[src/rtl/step_ramp_pkg.sv]
// step_ramp_pkg: ramp FSM encoding plus magnitude, sign and saturating helpers
package step_ramp_pkg;
  typedef enum logic [2:0] {
    IDLE   = 3'd0,
    ACCEL  = 3'd1,
    CRUISE = 3'd2,
    DECEL  = 3'd3,
    STOP   = 3'd4
  } ramp_state_t;
  // Wide enough that magnitude sums of COUNT_BITS-wide periods never wrap
  typedef logic [63:0] wide_t;
  function automatic wide_t mag(input wide_t x);
    return x[63] ? -x : x;
  endfunction
  function automatic wide_t with_sign(input wide_t m, input logic neg);
    return neg ? -m : m;
  endfunction
  function automatic wide_t sat_add(input wide_t a, input wide_t b, input wide_t hi);
    return (a + b > hi) ? hi : a + b;
  endfunction
  function automatic wide_t sat_sub(input wide_t a, input wide_t b, input wide_t lo);
    return (a < b || a - b < lo) ? lo : a - b;
  endfunction
endpackage

[src/rtl/step_ramp_controller_tick.sv]
// tick_prescaler: free-running 0..TICK_DIV-1 counter with a one-cycle tick on terminal count
module tick_prescaler #(
  parameter int TICK_DIV = 53200
) (
  input  logic clk,
  input  logic rst,
  output logic tick
);
  localparam int W = TICK_DIV > 1 ? $clog2(TICK_DIV) : 1;
  logic [W-1:0] cnt;
  assign tick = cnt == W'(TICK_DIV - 1);
  always_ff @(posedge clk or posedge rst)
    if (rst) cnt <= '0;
    else cnt <= tick ? '0 : cnt + W'(1);
endmodule

[src/rtl/step_ramp_controller.sv]
// step_ramp_controller: ramps the applied step period toward a host target on a fixed tick.
// Optional watchdog forced-stop: define STEP_RAMP_WATCHDOG_EN.
module step_ramp_controller
  import step_ramp_pkg::*;
#(
  parameter int COUNT_BITS   = 32,
  parameter int DELTA_BITS   = 16,
  parameter int TICK_DIV     = 53200,
  parameter int START_PERIOD = 200000,
`ifdef STEP_RAMP_WATCHDOG_EN
  parameter int WDOG_TICKS   = 500,
`endif
  parameter int MIN_PERIOD   = 2000
) (
  input  logic                         clk,
  input  logic                         rst,
  input  logic                         cmd_valid,
  output logic                         cmd_ready,
  input  logic signed [COUNT_BITS-1:0] cmd_period,
  input  logic        [DELTA_BITS-1:0] accel_delta,
  output logic signed [COUNT_BITS-1:0] out_period,
  output logic                         at_target,
  output logic        [2:0]            ramp_state,
  output logic                         wdog_trip
);
  localparam wide_t S  = wide_t'(START_PERIOD);
  localparam wide_t MN = wide_t'(MIN_PERIOD);
  function automatic wide_t sext(input logic [COUNT_BITS-1:0] x);
    return {{(64-COUNT_BITS){x[COUNT_BITS-1]}}, x};
  endfunction
  logic tick, rdy, pend_full, accept, expire, c_neg, t_neg, nxt_neg;
  logic signed [COUNT_BITS-1:0] pend, target, eff_tgt, clamped, nxt_out;
  wide_t m_in, c, t, d, nxt_mag;
  ramp_state_t state, nxt_state;
  tick_prescaler #(.TICK_DIV(TICK_DIV)) u_tick (.clk(clk), .rst(rst), .tick(tick));
  assign cmd_ready  = rdy && !pend_full;
  assign accept     = cmd_valid && cmd_ready;
  assign m_in       = mag(sext(cmd_period));
  assign clamped    = COUNT_BITS'(with_sign((m_in != '0 && m_in < MN) ? MN : m_in, cmd_period[COUNT_BITS-1]));
  // A pending command is applied on the very tick that copies it into target
  assign eff_tgt    = expire ? '0 : pend_full ? pend : target;
  assign c          = mag(sext(out_period));
  assign t          = mag(sext(eff_tgt));
  assign c_neg      = out_period[COUNT_BITS-1];
  assign t_neg      = eff_tgt[COUNT_BITS-1];
  assign d          = accel_delta == '0 ? wide_t'(1) : wide_t'(accel_delta);
  assign nxt_out    = COUNT_BITS'(with_sign(nxt_mag, nxt_neg));
  assign at_target  = out_period == target;
  assign ramp_state = state;
  always_comb begin
    nxt_mag   = c;
    nxt_neg   = c_neg;
    nxt_state = state;
    if (c == '0) begin
      nxt_neg   = t_neg;
      nxt_mag   = t == '0 ? '0 : (t < S ? S : t);
      nxt_state = t == '0 ? IDLE : (nxt_mag > t ? ACCEL : CRUISE);
    end else if (t == '0 || c_neg != t_neg) begin
      // Slow down to the start point, then drop to zero for one tick
      nxt_mag   = c < S ? sat_add(c, d, S) : '0;
      nxt_state = c < S ? DECEL : STOP;
    end else if (c > t) begin
      nxt_mag   = sat_sub(c, d, t);
      nxt_state = ACCEL;
    end else if (c < t) begin
      nxt_mag   = sat_add(c, d, t);
      nxt_state = DECEL;
    end else nxt_state = CRUISE;
  end
  always_ff @(posedge clk or posedge rst)
    if (rst) begin
      rdy        <= 1'b0;
      pend_full  <= 1'b0;
      pend       <= '0;
      target     <= '0;
      out_period <= '0;
      state      <= IDLE;
    end else begin
      rdy <= 1'b1;
      if (accept) begin
        pend      <= clamped;
        pend_full <= 1'b1;
      end else if (tick) pend_full <= 1'b0;
      if (tick) begin
        target     <= eff_tgt;
        out_period <= nxt_out;
        state      <= nxt_state;
      end
    end
`ifdef STEP_RAMP_WATCHDOG_EN
  localparam int WW = $clog2(WDOG_TICKS + 1);
  logic [WW-1:0] wcnt;
  logic          trip;
  assign expire    = tick && !accept && wcnt == WW'(WDOG_TICKS - 1);
  assign wdog_trip = trip;
  always_ff @(posedge clk or posedge rst)
    if (rst) begin
      wcnt <= '0;
      trip <= 1'b0;
    end else if (accept) begin
      wcnt <= '0;
      trip <= 1'b0;
    end else if (tick && wcnt != WW'(WDOG_TICKS)) begin
      wcnt <= wcnt + WW'(1);
      if (expire) trip <= 1'b1;
    end
`else
  assign expire    = 1'b0;
  assign wdog_trip = 1'b0;
`endif
endmodule

[config.mk]
export PLATFORM = sky130hd
export DESIGN_NAME = step_ramp_controller
export DESIGN_NICKNAME = d
export VERILOG_FILES = /design/src/rtl/step_ramp_pkg.sv /design/src/rtl/step_ramp_controller_tick.sv /design/src/rtl/step_ramp_controller.sv
export SDC_FILE = /design/constraint.sdc
export NUM_CORES = 1
export LEC_CHECK = 0
export CORE_MARGIN = 1
export CORE_UTILIZATION = 25
export CTS_CLUSTER_SIZE = 28
export DETAILED_ROUTE_END_ITERATION = 6
export PLACE_DENSITY = 0.38
export SKIP_LAST_GASP = 1
export SLEW_MARGIN = 20
export SYNTH_ARGS = -nofsm -noshare
export SYNTH_HDL_FRONTEND = slang
export SYNTH_SLANG_ARGS = --single-unit
[constraint.sdc]
create_clock -name clk -period 26.4 [get_ports clk]
set_input_delay 3.96 -clock clk [delete_from_list [all_inputs] [get_ports clk]]
set_output_delay 3.96 -clock clk [all_outputs]
set_load 0.01 [all_outputs]
Yosys cells after proc, flatten, opt, wreduce, memory -nomap -nowiden
Index checks and enable logic that the tools add are counted.

Word-level logic and storage cells: 68. Output and inout bits: 38. Register bits after elaboration: 117. Bits of input ports: 51.

Reduce and logical (&&, ||, !) cells: 11. Add/subtract/negate cells: 8. Multiplexer cells: 29. Equality and inequality tests: 3. Order comparisons: 10.

Operators with widths (count): 32-bit 2-to-1 mux (12); 64-bit 2-to-1 mux (5); 64-bit greater-than comparator (3); 64-bit negator (3); 64-bit logical NOT (2); 64-bit by 18-bit < comparator with 1-bit output, second input constant (2); 64-bit < comparator (2); 64-bit by 16-bit adder with 64-bit output (1); 64-bit by 18-bit greater-than comparator with 1-bit output, second input constant (1); 64-bit by 11-bit < comparator with 1-bit output, second input constant (1); 64-bit by 16-bit < comparator with 1-bit output (1); 32-bit negator (2); 64-bit nonzero test (1); 64-bit by 16-bit subtractor with 64-bit output (1); 32-bit equality test (1); 16-bit 2-to-1 mux (2); 16-bit by 1-bit adder with 16-bit output, second input constant (1); 16-bit equality test, second input constant (1); 16-bit logical NOT (1); 3-bit 2-to-1 mux (3); 2-bit 2-to-1 mux (3); 1-bit 2-to-1 mux (4); 1-bit logical AND (3); 1-bit logical OR (2); 3 further kinds (3).

Longest topological paths before layout
Depth in word-level cells: 11. Gate-level depth with buffers: 37.

Cells and area by module
From an unflattened synthesis, not the netlist that was laid out.

Cells, all modules: 2892. Area total of the unflattened synthesis: 22094.9 um2.

Modules (own cells, without submodules): step_ramp_controller (seq. area each 2527.4 um2, area an instance 21320.4 um2, times used 1, cells an instance 2819); tick_prescaler (seq. area each 400.4 um2, area an instance 774.5 um2, times used 1, cells an instance 73).

Least setup slack after synthesis
Ideal clock, no wire load.

Path type: input port to flip-flop. From: input accel_delta[8]. To: register out_period[28]. Arrival time: 11.093 ns. Path slack: 15.164 ns. Library setup time: 0.142 ns. Required time: 26.258 ns. Stages: 31. Buffers on the path: 2. Cell sequence: nor4_1 > a41o_1 > ha_1 > inv_1 > fa_1 > o21bai_1 > nand2_1 > a2111oi_0 > o311ai_0 > a21oi_1 > nand3_1 > nor3_1 > nor2_1 > ha_1 > nand4_1 > nor3_1 > o221a_2 > o31ai_1 > a31oi_1 > o21ai_1 > clkbuf_1 > buf_1 > mux2i_1 > o21ai_0 > a21oi_1 > a41oi_1 > nor3_1 > nand2_1 > nor4b_1 > mux2i_1 > o311ai_1.

Word-level cells in the longest chain between the ends: 11. Elaborated cells on any way between the ends: 19. Those cells by class: add/sub: 3; order compare: 4; mux: 10; reduce/logical: 2.

Ends and longest elaborated chain: from (decl) (line step_ramp_controller.sv:20) `input logic [DELTA_BITS-1:0] accel_delta,`; 16-bit logical NOT (line step_ramp_controller.sv:46) `assign d = accel_delta == '0 ? wide_t'(1) : wide_t'(accel_delta);`; 16-bit 2-to-1 mux * (line step_ramp_controller.sv:46); 64-bit by 16-bit adder with 64-bit output or 64-bit by 16-bit subtractor with 64-bit output (tied branches) (line step_ramp_pkg.sv:19, step_ramp_pkg.sv:22); 64-bit greater-than comparator or 64-bit < comparator (tied branches) (line step_ramp_pkg.sv:19, step_ramp_pkg.sv:22); 32-bit 2-to-1 mux or 1-bit logical OR (tied branches) (line step_ramp_pkg.sv:19, step_ramp_pkg.sv:22); 32-bit 2-to-1 mux, on equally long branches (line step_ramp_controller.sv:65, step_ramp_pkg.sv:22); 32-bit 2-to-1 mux (line step_ramp_controller.sv:62) `end else if (c > t) begin`; 32-bit 2-to-1 mux * (line step_ramp_controller.sv:58) `end else if (t == '0 || c_neg != t_neg) begin`; 32-bit 2-to-1 mux * (line step_ramp_controller.sv:54) `if (c == '0) begin`; 32-bit negator (line step_ramp_pkg.sv:16) `return neg ? -m : m;`; 32-bit 2-to-1 mux * (line step_ramp_pkg.sv:16); to (signal assigned) (line step_ramp_controller.sv:86) `out_period <= nxt_out;`; to (decl) (line step_ramp_controller.sv:21) `output logic signed [COUNT_BITS-1:0] out_period,`.

Mark *: on every way between the ends. The rest lies on a longest branch, timed or not. A chain may end at the register's enable or synchronous reset.

Worst setup path after layout
From: input accel_delta[13]. To: register out_period[28].

The elaborated chain is that of the path after synthesis.

==> flow_metrics.py <==
metrics = {
    "grt": {
        "grt_antenna_before_repair": 0,
        "use_met1_pct": 28.6,
        "grt-ovfl-total": 0,
        "use_met3_pct": 1.54,
        "grt_max_degree": 80,
        "busiest_layer": "met2",
        "grt_pass1_vias": 21816,
        "track_usage_pct": 20.8,
        "grt_pass1_wl_um": 138000,
        "met2_usage_pct": 34.8,
    },
    "sta": {
        "fin_setup_tns_ns": 0,
        "finalCriticalPeriod_ns": 13.21,
        "hold_violations": 0,
        "setup_ws_ns": 13.19,
        "setup_violations": 0,
        "worst_pin_slew_ns": 1.18,
        "skew_ns": 0.0130,
        "whs_ns": 0.484,
        "fin_crit_sh_pct": 50.0,
        "slew_violations": 0,
        "relSlewSlack_pct": 20.7,
        "clock.fmax_ghz": 0.0757,
        "rsz0062_at_grt": "false",
    },
    "pwr": {
        "pwr-share-seq_pct": 32.1,
        "p_leak_uw": 0.0114,
        "powerDensity_mw_per_mm2": 22.7,
        "power.switching_uw": 189,
        "swShare_pct": 33.5,
        "ir_drop_mv": 0.0418,
        "p_int_uw": 375,
        "combPwrFrac_pct": 26.4,
        "p_clk_share_pct": 41.4,
    },
    "synthesis": {
        "yosysTopAreaCell": "ha_1",
        "yosysWarnings": 0,
        "yosysTopAreaCellShare_pct": 17.3,
        "syn-instance-count": 2813,
        "synth_area_mm2": 0.0213,
        "synthFlopType": "dfrtp_1",
        "synth-async-reset-ratio_pct": 100,
        "synth_area_leaders": "ha_1, dfrtp_1, xnor2_1",
        "post_synth_num_cell_types": 113,
        "avgSynthCellArea_um2": 7.56,
        "synth_seq_cells": 117,
        "synth_seq_area_share_pct": 13.8,
        "yosysMostFrequentCell": "ha_1",
        "yosys-top-cells-count": "ha_1, nand2_1, nor2_1",
        "synth_edf_count": 0,
    },
    "worst_setup_path": {
        "reg2reg_depth": 29,
        "path_class": "in -> reg",
        "rr_endpoint": "out_period[28]$_DFFE_PP0N_",
        "reg2reg_from": "out_period[3]$_DFFE_PP0N_",
        "crit_required_ns": 26.69,
        "worstSetupEndpointType": "register",
        "critical-path-top-delay-family": "compound AO/OA/AOI/OAI gates",
        "critPathArrivalTime_ns": 13.49,
        "crit_buf_inv": 3,
        "crit_path_max_fanout": 19,
        "path_common_cell": "nor3_1",
        "r2r_slack_ns": 15.41,
        "worst_setup_path_start_kind": "primary input",
        "slowest_stage": "a2111oi_1",
        "cp.depth": 31,
        "endpoint": "out_period[28]$_DFFE_PP0N_",
        "cpPeakStageDelay_ns": 0.78,
        "critPathLaunch": "accel_delta[13]",
    },
    "final_layout": {
        "final_cells": 4187,
        "final_core_util_pct": 29.5,
        "multi_input_comb_area_mm2": 0.0181,
        "fillCellCount": 9158,
        "seq_area_mm2": 0.00293,
        "drive_gt1_share_pct": 7.08,
        "areaGrowthSynthToFinish_pct": 16.4,
        "nNetsFinal": 3386,
    },
    "drt": {
        "avgRoutedWirePerCell_um": 21.6,
        "wl_um": 90600,
        "vias": 22273,
        "drc": 0,
        "drt-initial-drc-count": 1688,
        "postRouteAntennaNets": 0,
        "firstDrtPassIters": 5,
        "vias_per_cell": 5.32,
    },
    "die": {
        "core_mm2": 0.0840,
        "placementRows": 106,
        "start_util_pct": 25.3,
        "fp.dieH_um": 294,
        "die_area_mm2": 0.0863,
        "die_w_um": 294,
        "io_pins": 89,
    },
    "clock_tree": {
        "cts_setup_buffers": 0,
        "clock_tree.buffer_depth": 2,
        "clk_pin_slew_ns": 0.06,
        "cts.sinks": 117,
        "cts-buffers-inserted": 17,
        "cts_resized": 0,
        "cts_tree": "yes",
        "cts_root_buffer": "clkbuf_16",
        "cts_max_level": 4,
        "clock_latency_ns": 0.44,
        "cts_hold_buf": 0,
    },
    "place": {
        "gp_congestion": 0.942,
        "hpwlAfterDp_um": 73200,
        "place_ws_ns": 12.48,
        "place_inst": 4154,
        "io_buffers": 87,
    },
    "outcome": {
        "status": "finished clean",
    },
    "min_path": {
        "hold_depth": 1,
        "hp-class": "reg -> reg",
    },
    "run": {
        "cap_violations": 0,
    },
}
[through the flow]
step           total power (µW)  cell area (µm²)
4_1_cts                     564            24800
6_report                    563            24800
2_1_floorplan               286            22100
3_3_place_gp                325            24200
3_5_place_dp                326            24200
5_1_grt                     597            24800
[power groups by stage]
stage               registers, µW  logic [µW]  clock network [µW]
detailed placement            184         142                   0
CTS                           181         142                 240
finish                        181         149                 233
global route                  181         169                 247
global placement              184         141                   0
floorplan                     183         103                   0
[layer usage]
layer / routed length, µm / part of all wire [%]
met1: 42800 / 47
met2: 41900 / 46
met3: 3540 / 3.9
met4: 2350 / 2.6
met5: 0 / 0
[cell type report]
type                    count  area share (%)
clock inverters            15           0.621
well taps                1134            5.73
flip-flops and latches    117            11.8
multi-input cells        2644            73.1
inverters                 114            1.74
repair buffers            145            5.25
diodes                      1          0.0101
clock buffers              17            1.72
[sequential cells by signal, summed over array words and instances, names as in the netlist]
signal	flops
out_period	32
u_tick.cnt	16
pend	32
target	32
ramp_state	3
rdy	1
pend_full	1
[cells in the final DEF, fill, tap and decap left out, types with 41 or more instances in the layout]
| master | netlist | layout |
|---|---|---|
| clkdlybuf4s50_1 | 0 | 86 |
| a21oi_1 | 177 | 177 |
| buf_4 | 2 | 58 |
| conb_1 | 2 | 226 |
| nand2_1 | 252 | 251 |
| nor3_1 | 90 | 90 |
| a21o_1 | 41 | 41 |
| inv_1 | 111 | 110 |
| o21ai_0 | 185 | 184 |
| xnor2_1 | 121 | 120 |
| xor2_1 | 104 | 104 |
| mux2i_1 | 56 | 55 |
| nand3_1 | 88 | 88 |
| nor2_1 | 221 | 221 |
| nand4_1 | 82 | 82 |
| ha_1 | 294 | 294 |
| nor4_1 | 53 | 52 |
| dfrtp_1 | 117 | 115 |
[how the worst min path moves through the flow]
stage                       startpoint                      end  slack, ns
2_1_floorplan     pend[11]$_DFFE_PP0P_     pend[11]$_DFFE_PP0P_       0.45
3_3_place_gp      pend[11]$_DFFE_PP0P_     pend[11]$_DFFE_PP0P_       0.47
3_5_place_dp   u_tick.cnt[0]$_DFF_PP0_  u_tick.cnt[0]$_DFF_PP0_       0.48
4_1_cts        u_tick.cnt[0]$_DFF_PP0_  u_tick.cnt[0]$_DFF_PP0_       0.49
5_1_grt        u_tick.cnt[0]$_DFF_PP0_  u_tick.cnt[0]$_DFF_PP0_       0.52
6_report       u_tick.cnt[0]$_DFF_PP0_  u_tick.cnt[0]$_DFF_PP0_       0.48
[cell families (layout without fill, tap and decap cells)]
logic type,Yosys count,after routing,share of synthesized area [%]
buffers and inverters,276,291,5.26
AO/OA/AOI/OAI,766,766,24.1
AND/OR/NAND/NOR,1034,1034,25.2
multiplexers,92,92,4.54
adder cells (fa/ha/maj),296,296,17.5
XOR/XNOR,230,230,9.67
flip-flops,117,117,13.8
other,2,227,0.0353
Power figures use the tool's default switching activity.
==> edit (same flow settings) <==
`TICK_DIV` is set to 53200 in 2 places; all go to 106400.
--- a/src/rtl/step_ramp_controller_tick.sv
+++ b/src/rtl/step_ramp_controller_tick.sv
@@ -1,6 +1,6 @@
 // tick_prescaler: free-running 0..TICK_DIV-1 counter with a one-cycle tick on terminal count
 module tick_prescaler #(
-  parameter int TICK_DIV = 53200
+  parameter int TICK_DIV = 106400
 ) (
   input  logic clk,
   input  logic rst,
--- a/src/rtl/step_ramp_controller.sv
+++ b/src/rtl/step_ramp_controller.sv
@@ -5,7 +5,7 @@
 #(
   parameter int COUNT_BITS   = 32,
   parameter int DELTA_BITS   = 16,
-  parameter int TICK_DIV     = 53200,
+  parameter int TICK_DIV     = 106400,
   parameter int START_PERIOD = 200000,
 `ifdef STEP_RAMP_WATCHDOG_EN
   parameter int WDOG_TICKS   = 500,
Function: no difference found for any inputs over 10 cycles, from zero or initial values and one cycle with rst high; that may be too few to reach the edited logic, so the function may still have changed.
==> edit against the unedited design <==
Worst hold slack better by 0.0035 ns; critical path depth unchanged; cell area up 2.1%; routed wire length down 0.21%; worst setup slack worse by 0.12 ns; total power up 25%; sequential cell count up 1; clock skew up 0.0042 ns; final cell count up 2.4%; first-iteration DRC count down 0.83%; synthesized area up 1.6%; critical endpoint is now out_period[31]; largest power group is now combinational cells.
==> edit: results <==
{
  "drive_above_1_share": 0.0709,
  "comb-power_w": 0.000275,
  "grt_max_degree": 71,
  "ys_seq_area_frac": 0.137,
  "dp_hpwl_mm": 74.0,
  "grt_usage": 0.205,
  "vias": 22900,
  "peakVddDrop_mv": 0.0441,
  "grt_pass1_vias": 22200,
  "fin_cells": 4289,
  "rr_startpoint": "out_period[1]",
  "synthCells": 2903,
  "ys_top_cells_by_area": "ha_1 17%, dfrtp_1 14%, xnor2_1 5.0%",
  "grt_pass1_wl_mm": 137,
  "yosys.cell_types.count": 100,
  "cpMaxStageDelayCell": "and3_1",
  "nets": 3478,
  "wire_per_inst_um": 21.1,
  "place.gp.congestion": 0.904,
  "outcome": "finished, final reports clean",
  "cp.arrival_ns": 13.67,
  "place_area_um2": 24700,
  "setup.worst_path.start": "accel_delta[1]",
  "max_stage_delay_ns": 0.71,
  "finClkSkew_ns": 0.0172,
  "cp_max_fo": 38,
  "post_cts_buffers": 0,
  "drt_iter0_drc": 1674,
  "p_sw_frac": 0.384
}
-- edit: final timing paths --
| check | end | slack, ns | cells after the start |
|---|---|---|---|
| setup / recovery | out_period[31] | 13.07 | 31 |
| hold reg to reg | u_tick.cnt[0] | 0.49 | 1 |
| hold / removal | u_tick.cnt[0] | 0.49 | 1 |
| setup reg to reg | out_period[25] | 15.50 | 31 |
| min in group asynchronous | target[20] | 3.96 | 2 |
| max in group asynchronous | out_period[6] | 21.10 | 3 |
-- edit: per-layer routing --
metal	share of wire	track usage	up-vias
met4	0.027	0.0588	0
met5	0	0	-
met3	0.044	0.0119	94
met2	0.46	0.340	665
li1	-	-	11100
met1	0.47	0.284	11100
-- edit: cell type report --
| type | instances | area (um^2) |
|---|---|---|
| inverter | 109 | 414 |
| antenna | 1 | 2.50 |
| sequential | 118 | 2960 |
| clock inverter | 12 | 140 |
| timing repair buffer | 157 | 1390 |
| fill | 9398 | 60100 |
| clock buffer | 20 | 467 |
| multi-input combinational | 2728 | 18500 |
| tap | 1144 | 1430 |
-- edit: cell families after synthesis --
kind of cell             count (synthesis)  synth area share
adder cells (fa/ha/maj)                296             0.172
multiplexers                            87            0.0427
AO/OA/AOI/OAI                          825             0.251
other                                    2          0.000347
AND/OR/NAND/NOR                       1071             0.256
buffers and inverters                  281            0.0503
XOR/XNOR                               223            0.0916
flip-flops                             118             0.137
-- edit: critical path: cells and delay by family --
kind | cells | cell delay (ns)
AOI/OAI and AO/OA | 9 | 1.93
xor gates and xnor gates | 1 | 0.17
adders and majority gates | 3 | 0.96
buffers and inverters | 3 | 1.02
muxes | 1 | 0.34
and+or+nand+nor | 14 | 5.24
